`config.mk`:
```
export PLATFORM = sky130hd
export DESIGN_NAME = popcount_select
export DESIGN_NICKNAME = d
export VERILOG_FILES = /design/src/rtl/popcount_select.sv
export SDC_FILE = /design/constraint.sdc
export NUM_CORES = 2
export LEC_CHECK = 0
export BUFFER_PORTS_ARGS = -buffer_cell sky130_fd_sc_hd__buf_4
export CAP_MARGIN = 0
export CORE_AREA = 8 8 400 402
export CTS_CLUSTER_DIAMETER = 80
export DETAILED_ROUTE_END_ITERATION = 12
export DIE_AREA = 0 0 408 410
export SLEW_MARGIN = 0
export SYNTH_ARGS = -nofsm -noshare
export SYNTH_HDL_FRONTEND = slang
export SYNTH_SLANG_ARGS = --single-unit
```
`constraint.sdc`:
```
create_clock -name clk -period 21.6 [get_ports clk]
set_input_delay 1.08 -clock clk [delete_from_list [all_inputs] [get_ports clk]]
set_output_delay 1.08 -clock clk [all_outputs]
set_load 0.005 [all_outputs]
```
`src/rtl/popcount_select.sv`:
```
// popcount_select: sequential select, returns the bit index of the k-th set bit (chunk scan, then byte resolve)
module popcount_select #(
  parameter int DATA_WIDTH = 1024,
  parameter int CHUNK      = 64,
  parameter int SUB        = 8,
  parameter int IW         = $clog2(DATA_WIDTH)
) (
  input  logic                  clk,
  input  logic                  rst,
  input  logic                  start,
  input  logic [DATA_WIDTH-1:0] vec_in,
  input  logic [IW:0]           k_in,
  output logic                  busy,
  output logic                  done,
  output logic                  found,
  output logic [IW-1:0]         index
);
  localparam int NC = DATA_WIDTH / CHUNK;
  localparam int NB = CHUNK / SUB;
  localparam int CW = NC > 1 ? $clog2(NC) : 1;
  localparam int BW = NB > 1 ? $clog2(NB) : 1;
  localparam int SW = SUB > 1 ? $clog2(SUB) : 1;
  localparam logic [1:0] IDLE = 2'd0, SCAN = 2'd1, RESOLVE = 2'd2, DONE = 2'd3;
  logic [1:0]            state;
  logic [DATA_WIDTH-1:0] vec;
  logic [IW:0]           k, acc, rem, cnt, bc, seen;
  logic [CW-1:0]         c;
  logic [BW-1:0]         j;
  logic [CHUNK-1:0]      cw;
  logic [SUB-1:0]        bw;
  logic [SW-1:0]         pos;
  assign busy = state != IDLE;
  assign done = state == DONE;
  always_comb begin
    cw   = vec[c*CHUNK +: CHUNK];
    bw   = cw[j*SUB +: SUB];
    cnt  = '0;
    bc   = '0;
    seen = '0;
    pos  = '0;
    for (int i = 0; i < CHUNK; i++) cnt = cnt + (IW+1)'(cw[i]);
    for (int i = 0; i < SUB; i++) begin
      bc = bc + (IW+1)'(bw[i]);
      if (bw[i]) begin
        seen = seen + 1'b1;
        if (seen == rem) pos = SW'(i);
      end
    end
  end
  always_ff @(posedge clk) begin
    if (rst) begin
      state <= IDLE;
      vec   <= '0;
      k     <= '0;
      acc   <= '0;
      rem   <= '0;
      c     <= '0;
      j     <= '0;
      found <= 1'b0;
      index <= '0;
    end else begin
      case (state)
        IDLE: if (start) begin
          vec   <= vec_in;
          k     <= k_in;
          acc   <= '0;
          c     <= '0;
          j     <= '0;
          found <= 1'b0;
          index <= '0;
          state <= k_in == '0 ? DONE : SCAN;
        end
        SCAN: if (acc + cnt >= k) begin
          rem   <= k - acc;
          j     <= '0;
          state <= RESOLVE;
        end else begin
          acc <= acc + cnt;
          if (c == CW'(NC - 1)) state <= DONE;
          else c <= c + 1'b1;
        end
        RESOLVE: if (bc >= rem) begin
          index <= IW'(c) * IW'(CHUNK) + IW'(j) * IW'(SUB) + IW'(pos);
          found <= 1'b1;
          state <= DONE;
        end else begin
          rem <= rem - bc;
          j   <= j + 1'b1;
        end
        default: state <= IDLE;
      endcase
    end
  end
endmodule

```
==> impl_metrics.tcl <==
set metrics [dict create \
    ant_nets 0 \
    antenna_found_initial 74 \
    place_hpwl_um 188500 \
    finalClockSkew_ps 93.43 \
    cts_buffers 120 \
    slowest_stage "buf_4" \
    synth_top_area_cell "dfxtp_1" \
    seq_area_frac_synth_pct 42.65 \
    die_y_um 410 \
    cts.repair.resized 0 \
    leakage_nw 24.94 \
    cp_num_buf_inv 11 \
    peakVddDrop_mv 0.3596 \
    status "complete, no violations" \
    die-width_um 408 \
    power_mw 8.425 \
    cts_setup_buffers 0 \
    globalplace.congestion 0.9106 \
    cap_violations 0 \
    synth_edf_count 0 \
    netlist.area_leader.share_pct 42.65 \
    post_drt_via_cell_ratio 5.272 \
    clkSinkCount 1077 \
    grt_usage_pct 27.38 \
    cp_data_required_time_ps 22200 \
    drt_iter0_markers 4332 \
    startpoint_type "flop" \
    portBuffers 1050 \
    route.vias.total 47260 \
    ys_types 91 \
    num_rows 144 \
    firstDrtPassIters 6 \
    clkTransAtPathRegs_ps 60 \
    final_common_cell "nand2_1" \
    cts-hold-fix-buffers 0 \
    grt.overflow.total 0 \
    utilization_pct 41.51 \
    slew_headroom_pct 16.68 \
    synth_flop_cell "dfxtp_1" \
    drc 0 \
    min_path_type "flop to flop" \
    slew_violations 0 \
    clk_latency_ps 780 \
    async_reset_ff_share_pct 0 \
    nNetsFinal 7938 \
    crit_arrival_ps 13430 \
    synth-seq-cells 1077 \
    worst_pin_slew_ps 1247 \
    grt_start_max_net_pins 226 \
    endpoint_kind "flop" \
    crit_family "adder cells" \
    io_pins 1051 \
    drt_wl_total_um 242400 \
    final_cell_mix "nand2_1, a21oi_1, buf_4" \
    power_density_mw_per_mm2 132.4 \
    critical_path_class "flop to flop" \
    start_util_pct 32.97 \
    drive_gt1_share_pct 23.44 \
    finalCritPeriodShare_pct 59.39 \
    grt_setup_unrepaired "no" \
    fin_tns_setup_ps 0 \
    syn_area_mm2 0.05055 \
    grt_pass1_wl_um 337700 \
    cp_common_cell "fa_1" \
    htree_levels 3 \
    syn_area_per_cell_um2 8.404 \
    crit_fanout 47 \
    max_stage_delay_ps 800 \
    final_cell_count_no_fill 8965 \
    yosysWarnings 0 \
    coreArea_mm2 0.1533 \
    syn2layout_area_growth_pct 25.91 \
    period_minus_slack_ps 12830 \
    synth_fp_nets 7185 \
    fmax_mhz 77.95 \
    netlist_instances 6015 \
    setup_viol 0 \
    dp_cells 8690 \
    fp.dieArea_mm2 0.1673 \
    grt_pass1_vias 46550 \
    timing.final.hold_violations 0 \
    wire_per_inst_um 27.04 \
    cts_buffer_depth 3 \
    cts_tree "yes" \
    clockRootBuffer "clkbuf_16" \
    synthTopCellsByArea "dfxtp_1, nand2_1, a21oi_1" \
]
## routing by layer
layer	routed length [um]	GRT usage (%)	vias up
li1	-	-	21900
met1	97370	33.64	23260
met2	118400	46.30	1696
met3	16150	6.128	382
met4	10370	11.44	26
met5	150	0	-
## path summary, 6_finish.rpt
path	start	to	slack (ps)	cells past startpoint
setup / recovery	c[1]$_SDFFE_PP0P_	rem[5]$_SDFFE_PP0P_	8770	38
setup reg to reg	c[1]$_SDFFE_PP0P_	rem[5]$_SDFFE_PP0P_	8770	38
hold / removal	vec[1014]$_SDFFE_PP0P_	vec[1014]$_SDFFE_PP0P_	450	2
hold reg to reg	vec[1014]$_SDFFE_PP0P_	vec[1014]$_SDFFE_PP0P_	450	2
## cells by family after synthesis
logic type      Yosys count  share of synthesized area, %
buf+inv                 601                         5.112
simple gates           2406                         18.62
mux                     411                         14.00
compound gates         1336                         14.42
fa+ha+maj               132                         4.188
flops                  1077                         42.65
xor+xnor                 52                         1.005
## report_power, final
| part | internal (mW) | total (mW) | switching, mW | leakage [nW] |
|---|---|---|---|---|
| clock network | 1.23 | 2.13 | 0.896 | 2.05 |
| logic | 1.64 | 3.85 | 2.21 | 14.0 |
| registers | 2.26 | 2.44 | 0.185 | 8.84 |
| total | 5.13 | 8.42 | 3.29 | 24.9 |
## synth_stat cells, types with 34 or more instances
cell type / instances
nand2_1: 2162
a21oi_1: 1101
dfxtp_1: 1077
clkbuf_1: 357
mux4_2: 229
mux2i_1: 140
inv_1: 129
nor2_1: 73
ha_1: 70
fa_1: 62
a22oi_1: 50
nand3_1: 42
buf_1: 39
mux2_2: 39
o21ai_0: 39
xnor2_1: 34
## layout make-up
cell class                      instances  area [um2]
Clock buffer                          173        3555
Multi-Input combinational cell       4337       26430
Inverter                              132       495.5
Timing Repair Buffer                 1100        8315
Tap cell                             2044        2557
Clock inverter                         51       584.3
Fill cell                           15490       89680
Sequential cell                      1077       21580
Antenna cell                           51       127.6
## sequential cells by signal, summed over array words and instances (netlist names)
register  count
index        10
rem          11
vec        1024
acc          11
c             4
j             3
state         2
found         1
k            11
## through the flow
stage	setup slack [ps]	instance area, um2	hold slack, ps
finish	8771	63650	450.0
global placement	8702	59380	438.8
global route	8135	63600	463.9
detailed placement	8751	59380	443.3
floorplan	11270	50550	431.5
CTS	8670	63520	451.5
## worst reg2reg max path: cells and delay by family (launching register included)
family	cells	cell delay (ps)
fa+ha+maj	11	5100
compound gates	12	2680
mux	2	970
flops	1	680
simple gates	2	480
buf+inv	11	2760
Power figures use the tool's default switching activity.
